$ cat config.mk
export PLATFORM = sky130hd
export DESIGN_NAME = gpio_bus_arbiter
export DESIGN_NICKNAME = d
export VERILOG_FILES = /design/src/rtl/gpio_bus_arbiter.sv
export SDC_FILE = /design/constraint.sdc
export NUM_CORES = 1
export LEC_CHECK = 0
export ABC_AREA = 1
export BUFFER_PORTS_ARGS = -buffer_cell sky130_fd_sc_hd__buf_2
export CORE_AREA = 4 4 101 103
export CTS_CLUSTER_DIAMETER = 200
export CTS_CLUSTER_SIZE = 12
export DETAILED_ROUTE_END_ITERATION = 8
export DIE_AREA = 0 0 105 107
export PLACE_DENSITY = 0.76
export SLEW_MARGIN = 5
export SYNTH_ARGS = -nofsm -noshare
export SYNTH_HDL_FRONTEND = slang
export SYNTH_SLANG_ARGS = --single-unit
$ cat constraint.sdc
create_clock -name clk -period 2.55 [get_ports clk]
set_input_delay 0.765 -clock clk [delete_from_list [all_inputs] [get_ports clk]]
set_output_delay 0.765 -clock clk [all_outputs]
set_load 0.005 [all_outputs]
$ cat src/rtl/gpio_bus_arbiter.sv
// Round-robin arbiter sharing one GPIO slave port among NUM_REQ requesters.
// Latency: grant and slave access on the first edge, ack one edge after s_done. Backpressure: s_done=0 holds ISSUE.
// Requests are level signals; losers keep waiting, so no request is lost.
module gpio_bus_arbiter #(
  parameter int NUM_REQ    = 4,
  parameter int GPIO_WIDTH = 8
) (
  input  logic                    clk,
  input  logic                    rst_n,
  input  logic [NUM_REQ-1:0]      req,
  input  logic [NUM_REQ-1:0]      req_we,
  input  logic [NUM_REQ-1:0]      req_re,
  input  logic [3*NUM_REQ-1:0]    req_addr,
  input  logic [32*NUM_REQ-1:0]   req_wdata,
  output logic [NUM_REQ-1:0]      gnt,
  output logic [NUM_REQ-1:0]      ack,
  output logic [31:0]             rsp_rdata,
  output logic                    rsp_err,
  output logic                    s_en,
  output logic [2:0]              s_addr,
  output logic [1:0]              s_size,
  output logic                    s_we,
  output logic                    s_re,
  output logic [31:0]             s_wd_data,
  input  logic [31:0]             s_rd_data,
  input  logic                    s_done,
  input  logic                    s_check
);

  localparam int IW = (NUM_REQ > 1) ? $clog2(NUM_REQ) : 1;
  localparam logic [31:0] WMASK = (GPIO_WIDTH >= 32) ? 32'hFFFF_FFFF
                                  : 32'((64'd1 << GPIO_WIDTH) - 64'd1);

  typedef enum logic [1:0] {IDLE, ISSUE, RESP} state_t;

  state_t               state_q, state_d;
  logic [NUM_REQ-1:0]   gnt_q, gnt_d, ack_q, ack_d;
  logic [31:0]          rsp_rdata_q, rsp_rdata_d;
  logic                 rsp_err_q, rsp_err_d;
  logic                 s_en_q, s_en_d, s_we_q, s_we_d, s_re_q, s_re_d;
  logic [2:0]           s_addr_q, s_addr_d;
  logic [31:0]          s_wd_data_q, s_wd_data_d;
  logic [IW-1:0]        ptr_q, ptr_d, win_q, win_d;
  logic                 illegal_q, illegal_d, chk0_q, chk0_d;

  logic                 found;
  logic [IW-1:0]        pick, cand;
  logic [IW:0]          sum;
  logic                 op_we, op_re, op_ill;

  // Scan from the rotating pointer, wrapping past NUM_REQ-1 back to 0.
  always_comb begin
    found = 1'b0;
    pick  = '0;
    sum   = '0;
    cand  = '0;
    for (int i = 0; i < NUM_REQ; i++) begin
      sum = {1'b0, ptr_q} + (IW+1)'(i);
      if (sum >= (IW+1)'(NUM_REQ)) sum = sum - (IW+1)'(NUM_REQ);
      cand = sum[IW-1:0];
      if (!found && req[cand]) begin
        found = 1'b1;
        pick  = cand;
      end
    end
  end

  always_comb begin
    state_d     = state_q;
    gnt_d       = gnt_q;
    ack_d       = '0;
    rsp_rdata_d = rsp_rdata_q;
    rsp_err_d   = rsp_err_q;
    s_en_d      = s_en_q;
    s_we_d      = s_we_q;
    s_re_d      = s_re_q;
    s_addr_d    = s_addr_q;
    s_wd_data_d = s_wd_data_q;
    ptr_d       = ptr_q;
    win_d       = win_q;
    illegal_d   = illegal_q;
    chk0_d      = chk0_q;
    op_we       = req_we[pick];
    op_re       = req_re[pick];
    op_ill      = (op_we == op_re);

    case (state_q)
      IDLE: begin
        if (found) begin
          win_d       = pick;
          s_addr_d    = req_addr[3*int'(pick) +: 3];
          s_wd_data_d = req_wdata[32*int'(pick) +: 32] & WMASK;
          illegal_d   = op_ill;
          s_en_d      = ~op_ill;
          s_we_d      = op_we & ~op_ill;
          s_re_d      = op_re & ~op_ill;
          gnt_d       = '0;
          gnt_d[pick] = 1'b1;
          chk0_d      = s_check;
          state_d     = ISSUE;
        end
      end
      ISSUE: begin
        // An illegal op never reaches the slave, so it must not wait on s_done.
        if (illegal_q || s_done) begin
          rsp_rdata_d  = s_re_q ? s_rd_data : 32'd0;
          rsp_err_d    = illegal_q | (s_check & ~chk0_q);
          ack_d[win_q] = 1'b1;
          s_en_d       = 1'b0;
          s_we_d       = 1'b0;
          s_re_d       = 1'b0;
          state_d      = RESP;
        end
      end
      RESP: begin
        gnt_d   = '0;
        ptr_d   = (win_q == IW'(NUM_REQ-1)) ? '0 : win_q + IW'(1);
        state_d = IDLE;
      end
      default: state_d = IDLE;
    endcase
  end

  always_ff @(posedge clk or negedge rst_n) begin
    if (!rst_n) begin
      state_q     <= IDLE;
      gnt_q       <= '0;
      ack_q       <= '0;
      rsp_rdata_q <= '0;
      rsp_err_q   <= 1'b0;
      s_en_q      <= 1'b0;
      s_we_q      <= 1'b0;
      s_re_q      <= 1'b0;
      s_addr_q    <= '0;
      s_wd_data_q <= '0;
      ptr_q       <= '0;
      win_q       <= '0;
      illegal_q   <= 1'b0;
      chk0_q      <= 1'b0;
    end else begin
      state_q     <= state_d;
      gnt_q       <= gnt_d;
      ack_q       <= ack_d;
      rsp_rdata_q <= rsp_rdata_d;
      rsp_err_q   <= rsp_err_d;
      s_en_q      <= s_en_d;
      s_we_q      <= s_we_d;
      s_re_q      <= s_re_d;
      s_addr_q    <= s_addr_d;
      s_wd_data_q <= s_wd_data_d;
      ptr_q       <= ptr_d;
      win_q       <= win_d;
      illegal_q   <= illegal_d;
      chk0_q      <= chk0_d;
    end
  end

  assign gnt       = gnt_q;
  assign ack       = ack_q;
  assign rsp_rdata = rsp_rdata_q;
  assign rsp_err   = rsp_err_q;
  assign s_en      = s_en_q;
  assign s_we      = s_we_q;
  assign s_re      = s_re_q;
  assign s_addr    = s_addr_q;
  assign s_wd_data = s_wd_data_q;
  assign s_size    = 2'b00;

endmodule

==> impl_metrics.ini, run 1 <==
[outcome]
status = complete, no violations

[synthesis]
ys_ff_latch = 63
syn_area_per_cell_sq_um = 7.29
synth_cell_types = 23
synthCells = 487
yosysWarnings = 0
synth_area_sq_um = 3550
seq_area_frac_synth = 0.444

[placed_design]
placedInstanceArea_sq_um = 4380
io_buffers = 146
place_congestion = 0.909
dp_hpwl_um = 7650

[layout]
fin_area_sq_um = 4630
layout-drive-gt1-share = 0.319
antenna_cells = 0
fillCellCount = 905
layout.nets = 832
area_growth_pct = 30.2
multi_input_area_sq_um = 1650
regArea_sq_um = 1580

[clock_network]
cts_resized = 0
cts_buffers = 9
cts_setup_buffers = 0
cts.sinks = 63
clock_latency_ps = 340
h-tree-depth = 3
clockRootBuffer = clkbuf_8
path_clk_slew_ps = 80
cts_tree = yes
clock_path_buffers = 2
cts-hold-fix-buffers = 0

[global_routing]
grt_pass1_vias = 3323
grt_pass1_wl_um = 16000
grt.total_usage = 0.176
grt_start_max_net_pins = 37
overflow = 0
antenna_found_initial = 2

[critical_path]
arrival_ps = 2580
path_cells = buf_2 > inv_1 > nand2_1 > nand3_1 > nand2_2 > nor2_4 > nand3_2 > nand3_4 > nand2_1 > o21ai_2 > nand2_1 > nand3_2 > inv_2 > ha_1 > nor2_1 > a31o_2
rr_endpoint = s_en
slowest_delay_ps = 260
path_buf_inv = 3
cpMaxStageDelayCell = ha_1
ff2ff_setup_slack_ps = 210
criticalPathCategory = in -> reg
startpoint_type = primary input
end_kind = register
rr_worst_depth = 15
cp_common_cell = nand2_1
required_ps = 2780
critPathTopFamily = simple AND/OR/NAND/NOR gates
crit_fanout = 10
r2r-start = ptr_q[0]

[sta]
holdWs_ps = 436
post-route-period-util = 0.923
relSlewSlack = 0.579
setup_violations = 0
layout_min_cycle_time_ps = 2350
skew_ps = 8.91
tightest_slew_ps = 631
rsz0062_at_grt = false
drv_slew = 0
hold_viol = 0
fmax_mhz = 425

[floorplan]
die_w_um = 105
core_area_sq_um = 9200
ioPinCount = 269
initial_core_util = 0.386
die_h_um = 107
die_area_sq_um = 11200
fp-row-count = 35

[route]
detail-route-antenna-nets = 0
drt-pass1-iter-count = 4
drtIter0Drc = 209
routed_via_density = 4.73
wirelength_um = 10000
drc = 0
routedWlPerCell_um = 13.3
vias = 3565

[run]
cap_violations = 0

[pwr]
fin_total_pwr_uw = 6570
power-per-cell-area_nw_per_um2 = 1420
peakVddDrop_v = 0.000505
p_leak_uw = 0.00286

[min_path]
hold_path.class = in -> async
cell usage in the layout, fill, tap and decap left out:
cell type / count
nor2_4: 2
a21oi_1: 2
a31o_2: 1
nand2_1: 234
inv_6: 1
clkinv_4: 1
buf_4: 20
o21ai_0: 5
bufinv_16: 2
inv_2: 8
dfrtp_1: 63
buf_2: 146
o21ai_1: 1
conb_1: 26
nand3_2: 3
nand3_4: 1
clkbuf_8: 10
buf_12: 2
o31ai_1: 3
clkinvlp_4: 2
nor3_4: 1
o41ai_1: 1
nand3_1: 45
nand4_1: 23
nor2_1: 8
inv_1: 21
nand2_2: 4
ha_1: 6
o21ai_2: 1
how the worst max path moves through the flow:
stage,endpoint,start,depth (start not counted),slack (ps)
after floorplan,s_en,req[3],15,80
after global placement,s_en,req[3],16,-170
after detailed placement,s_en,req[1],16,-190
after CTS,s_en,ptr_q[0],14,140
after global routing,s_addr[0],ptr_q[0],12,10
final,s_en,req[1],16,200
synthesized netlist by cell type (all sizes together):
library cell,number,area share
nand2,238,0.25
dfrtp,63,0.44
nand3,49,0.075
buf,42,0.083
inv,29,0.031
nand4,23,0.041
clkbuf,11,0.012
nor2,10,0.013
o21ai,7,0.0099
ha,6,0.021
o31ai,3,0.0063
a21oi,2,0.0028
a31o,1,0.0025
conb,1,0.0011
nor3,1,0.0028
o41ai,1,0.0025
sequential cells by signal (all words and copies together), names as in the netlist, 2 cells and up:
| name | flops |
|---|---|
| rsp_rdata | 32 |
| s_wd_data | 8 |
| ack | 4 |
| gnt | 4 |
| s_addr | 3 |
| ptr_q | 2 |
| state_q | 2 |
| win_q | 2 |
final cells by class:
class / count / area share
clock buffers: 10 / 0.0298
clock inverters: 6 / 0.0200
inverters: 29 / 0.0235
multi-input cells: 367 / 0.357
flip-flops and latches: 63 / 0.341
well taps: 111 / 0.0300
repair buffers: 168 / 0.199
per-stage QoR:
stage / setup WS, ps / TNS (ps) / std cells / util
finish: 196 / 0 / 754 / 0.503
global route: 10.1 / 0 / 754 / 0.503
CTS: 140 / 0 / 754 / 0.501
detailed placement: -190 / -534 / 738 / 0.476
global placement: -169 / -285 / 738 / 0.476
floorplan: 79.3 / 0 / 512 / -
power by group:
| group | internal, uW | total [uW] | switching, uW |
|---|---|---|---|
| Combinational | 1500 | 3980 | 2480 |
| Sequential | 1380 | 1600 | 215 |
| Clock | 582 | 993 | 411 |
cell families after synthesis:
family | Yosys count | share of synthesized area
AOI/OAI and AO/OA | 14 | 0.0240
adders and majority gates | 6 | 0.0211
buffers and inverters | 82 | 0.125
DFF | 63 | 0.444
other | 1 | 0.00106
and+or+nand+nor | 321 | 0.385
layer usage:
metal | vias to the layer above | GRT usage | wire length [um]
met5 | - | 0 | 21
met4 | 4 | 0.0590 | 189
met3 | 20 | 0.0433 | 657
met2 | 126 | 0.302 | 4860
met1 | 1625 | 0.215 | 4300
li1 | 1790 | - | -
Note: power is estimated with default switching activity, not from simulation.
==> inputs of run 2 (changes only) <==
- clock period: 2.55 -> 2.28 ns (I/O delays scaled with it)
==> impl_metrics.ini, run 2 (synthesis results as in run 1) <==
[outcome]
status = complete, but fails checks
violations = setup timing

[layout]
area_growth_pct = 37.6
multi_input_area_sq_um = 1810
fin_util = 0.532
mostFrequentLayoutCell = nand2_1
layout-drive-gt1-share = 0.395
fillCellCount = 907
largest_reg_flops = 32
regArea_sq_um = 1580
layout.nets = 847
final_cells = 769
antenna_cells = 0
final_cell_mix = nand2_1, buf_2, dfrtp_1

[sta]
rsz0062_at_grt = true
tightest_slew_ps = 536
drv_slew = 0
relSlewSlack = 0.643
fmax_mhz = 434
hold_viol = 0
setup_violations = 1
layout_min_cycle_time_ps = 2300
setup_ws_ps = -24.7
skew_ps = 5.39
post-route-period-util = 1.01
holdWs_ps = 318

[global_routing]
grt_start_max_net_pins = 41
antenna_found_initial = 1
overflow = 0
grt_pass1_vias = 3602
grt_pass1_wl_um = 16500
grt.total_usage = 0.181

[floorplan]
initial_core_util = 0.386
die_h_um = 107
ioPinCount = 269
die_w_um = 105
fp-row-count = 35
core_area_sq_um = 9200
die_area_sq_um = 11200

[critical_path]
r2r-start = ptr_q[0]
end_kind = register
cp-startpoint = ptr_q[0]
critPathTopFamily = simple AND/OR/NAND/NOR gates
cp_common_cell = nand2_2
path_cells = clkbuf_16 > nand2_2 > nand2_2 > nand2_2 > nand2_2 > nor2_4 > nand4_1 > nand2_4 > inv_4 > nor2_4 > nand2_1 > nand3_2 > inv_2 > ha_4 > nor2_2 > a31o_2
cpMaxStageDelayCell = dfrtp_2
crit_fanout = 4
criticalPathCategory = reg -> reg
startpoint_type = register
slowest_delay_ps = 470
required_ps = 2510
arrival_ps = 2530
path_buf_inv = 3

[clock_network]
clock_path_buffers = 2
clock_latency_ps = 340
cts_buffers = 9
cts_tree = yes
cts-hold-fix-buffers = 0
h-tree-depth = 3
clockRootBuffer = clkbuf_8
path_clk_slew_ps = 70
cts.sinks = 63

[pwr]
peakVddDrop_v = 0.000953
p_leak_uw = 0.00296
fin_total_pwr_uw = 7960
power-per-cell-area_nw_per_um2 = 1630

[placed_design]
place_ws_ps = -231
dp_hpwl_um = 7790
dpl.cell_count = 740
io_buffers = 146
place_congestion = 0.851

[route]
drc = 0
drtIter0Drc = 188
detail-route-antenna-nets = 0
routed_via_density = 4.76
wirelength_um = 10400
routedWlPerCell_um = 13.5
drt-pass1-iter-count = 4
vias = 3663

[min_path]
hold_path.class = in -> async

[run]
cap_violations = 0
## run 2: final cells by class
class / instances / area share
clock inverter: 3 / 0.00358
multi-input combinational: 367 / 0.371
timing repair buffer: 183 / 0.215
clock buffer: 13 / 0.0325
sequential: 63 / 0.323
inverter: 29 / 0.0266
tap: 111 / 0.0284
## run 2: repair_timing
item / in CTS / in global routing
gates resized for setup: 15 / 18
endpoints found under the setup margin: 1 / 18
cloned: 1 / 0
pin swaps: 15 / 15
buffers inserted: 5 / 7
## run 2: worst reg2reg max path, cell delays in order, from the launching register on
cell and delay, ps:
dfrtp_2 470, clkbuf_16 180, nand2_2 60, nand2_2 50
nand2_2 80, nand2_2 60, nor2_4 180, nand4_1 160
nand2_4 120, inv_4 50, nor2_4 100, nand2_1 70
nand3_2 70, inv_2 40, ha_4 260, nor2_2 30
a31o_2 210
## run 2: per-layer routing
metal | global-route usage | wire length [um]
met4 | 0.0694 | 214
met3 | 0.0439 | 777
met1 | 0.211 | 4150
met5 | 0 | 13
met2 | 0.323 | 5260
## run 2: report_power, final
part           total (uW)  switching [uW]  internal [uW]
Clock                 863             412            451
Combinational        5280            3120           2170
Sequential           1810             259           1550
Total                7960            3790           4170
## run 2: per-stage QoR
step	setup TNS [ps]	cell area, sq um
final	-24.7	4890
after CTS	-42.5	4790
after global routing	-779	4890
after floorplan	-21.4	3760
after detailed placement	-2860	4500
after global placement	-1590	4500
## run 2: worst paths after layout
check,to,cells after the start,slack [ps]
worst max-delay path,s_en,16,-20
min in group clk,rsp_rdata[16],2,470
worst max register to register,s_en,16,-20
worst min register to register,rsp_rdata[16],2,470
max in group asynchronous,rsp_rdata[23],2,1360
worst min-delay path,rsp_rdata[24],1,320
==> inputs of run 3 (changes only) <==
- CORE_AREA: 4 4 101 103 -> default
- CORE_ASPECT_RATIO: default -> 0.75
- CORE_MARGIN: default -> 4
- CORE_UTILIZATION: default -> 41
- CTS_CLUSTER_SIZE: 12 -> default
- DIE_AREA: 0 0 105 107 -> default
- PLACE_DENSITY: 0.76 -> 0.81
- clock period: 2.28 -> 2.4 ns (I/O delays scaled with it)
==> impl_metrics.ini, run 3 (synthesis results as in run 1) <==
[route]
routed_via_density = 4.80
detail-route-antenna-nets = 0
routedWlPerCell_um = 13.3
drc = 0
drt-pass1-iter-count = 4
vias = 3678
wirelength_um = 10200
drtIter0Drc = 161

[placed_design]
place_congestion = 0.867
dpl.cell_count = 737
io_buffers = 146
dp_hpwl_um = 7420
place_ws_ps = -294

[global_routing]
grt_pass1_wl_um = 15500
grt_start_max_net_pins = 35
grt_pass1_vias = 3353
antenna_found_initial = 0
overflow = 0
grt.total_usage = 0.188

[floorplan]
die_area_sq_um = 10200
fp-row-count = 29
ioPinCount = 269
core_area_sq_um = 8450
die_h_um = 88.6
die_w_um = 115
initial_core_util = 0.420

[pwr]
seq_power_share = 0.219
power_frac_comb = 0.621
p_leak_uw = 0.00297
p_clk_frac = 0.160
intPower_uw = 4320
peakVddDrop_v = 0.000571
p_sw_uw = 3580
swShare = 0.453
power-per-cell-area_nw_per_um2 = 1610

[critical_path]
crit_fanout = 6
ff2ff_setup_slack_ps = 80
criticalPathCategory = reg -> reg
rr_worst_depth = 16
rr_endpoint = s_en
r2r-start = ptr_q[0]
arrival_ps = 2530
startpoint_type = register
required_ps = 2610
end_kind = register

[clock_network]
h-tree-depth = 3
cts-hold-fix-buffers = 0
clock_path_buffers = 2
clockRootBuffer = clkbuf_16
path_clk_slew_ps = 60
cts_buffers = 9
cts.sinks = 63
cts_tree = yes
clock_latency_ps = 320

[sta]
post-route-period-util = 0.967
holdWs_ps = 396
setup_violations = 0
fmax_mhz = 431
setup_ws_ps = 79.2
tightest_slew_ps = 582
hold_viol = 0
drv_slew = 0
skew_ps = 5.98
rsz0062_at_grt = true
relSlewSlack = 0.612
layout_min_cycle_time_ps = 2320

[layout]
final_cell_mix = nand2_1, buf_2, dfrtp_1
final_cells = 767
fin_util = 0.581
antenna_cells = 0
fillCellCount = 765
layout.nets = 848
area_growth_pct = 38.4
largest_reg_flops = 32
mostFrequentLayoutCell = nand2_1
layout-drive-gt1-share = 0.373

[outcome]
status = complete, no violations

[min_path]
hold_path.class = in -> async

[run]
cap_violations = 0
## run 3: changes by cell type in the layout (fill, tap and decap cells not counted), sizes merged
cell      before  now
bufinv         0    1
clkinvlp       2    5
clkbuf        14    9
inv           28   29
buf          182  183
## run 3: cell type report
| cell class | count | area, sq um | area share |
|---|---|---|---|
| clock inverter | 7 | 71.3 | 0.0145 |
| timing repair inverter | 1 | 7.51 | 0.00153 |
| inverter | 29 | 118 | 0.0239 |
| clock buffer | 9 | 225 | 0.0458 |
| multi-input combinational | 367 | 1750 | 0.355 |
| tap | 108 | 135 | 0.0275 |
| sequential | 63 | 1580 | 0.321 |
| timing repair buffer | 183 | 1030 | 0.210 |
## run 3: power groups by stage
stage / registers [uW] / logic (uW) / clock network (uW)
after global routing: 1780 / 5540 / 1350
after detailed placement: 1720 / 4190 / 0
final: 1730 / 4900 / 1270
after floorplan: 1720 / 2900 / 0
after global placement: 1710 / 4040 / 0
after CTS: 1720 / 4250 / 1290
## run 3: layer usage
metal | global-route usage | wire length [um] | share of wire
met2 | 0.317 | 4990 | 0.49
met4 | 0.0522 | 187 | 0.018
met3 | 0.0465 | 674 | 0.066
met5 | 0 | 0 | 0
met1 | 0.245 | 4340 | 0.43
## run 3: critical path, stage by stage, from the launching register on
cell     delay [ps]
dfrtp_2         480
buf_6           150
nand2_1         100
nand3_2         110
nand2_2          90
inv_1            90
nand3_1         110
nand3_2          90
nand2_4         110
inv_4            50
nor2_4          130
nand2_2          70
nand3_2          80
inv_2            50
ha_4            250
nor2_2           40
a31o_2          210
## run 3: worst max-delay path by stage
stage          startpoint  endpoint  cells past startpoint
3_3_place_gp       req[3]      s_en                     16
5_1_grt          ptr_q[0]      s_en                     17
2_1_floorplan      req[3]      s_en                     16
4_1_cts          ptr_q[0]      s_en                     17
6_report         ptr_q[0]      s_en                     16
3_5_place_dp       req[3]      s_en                     16
## run 3: timing repair
item	CTS	global route
resized for setup	3	36
buffers inserted	0	13
cloned	0	1
setup endpoints to repair	2	16
hold endpoints to repair	0	0
pin swaps	0	15
## run 3: stage by stage
| step | cell area, sq um | power (uW) | setup TNS [ps] |
|---|---|---|---|
| floorplan | 3660 | 4620 | 0 |
| global placement | 4380 | 5750 | -460 |
| detailed placement | 4380 | 5910 | -769 |
| global route | 4910 | 8670 | -274 |
| CTS | 4690 | 7250 | 0 |
| finish | 4910 | 7890 | 0 |
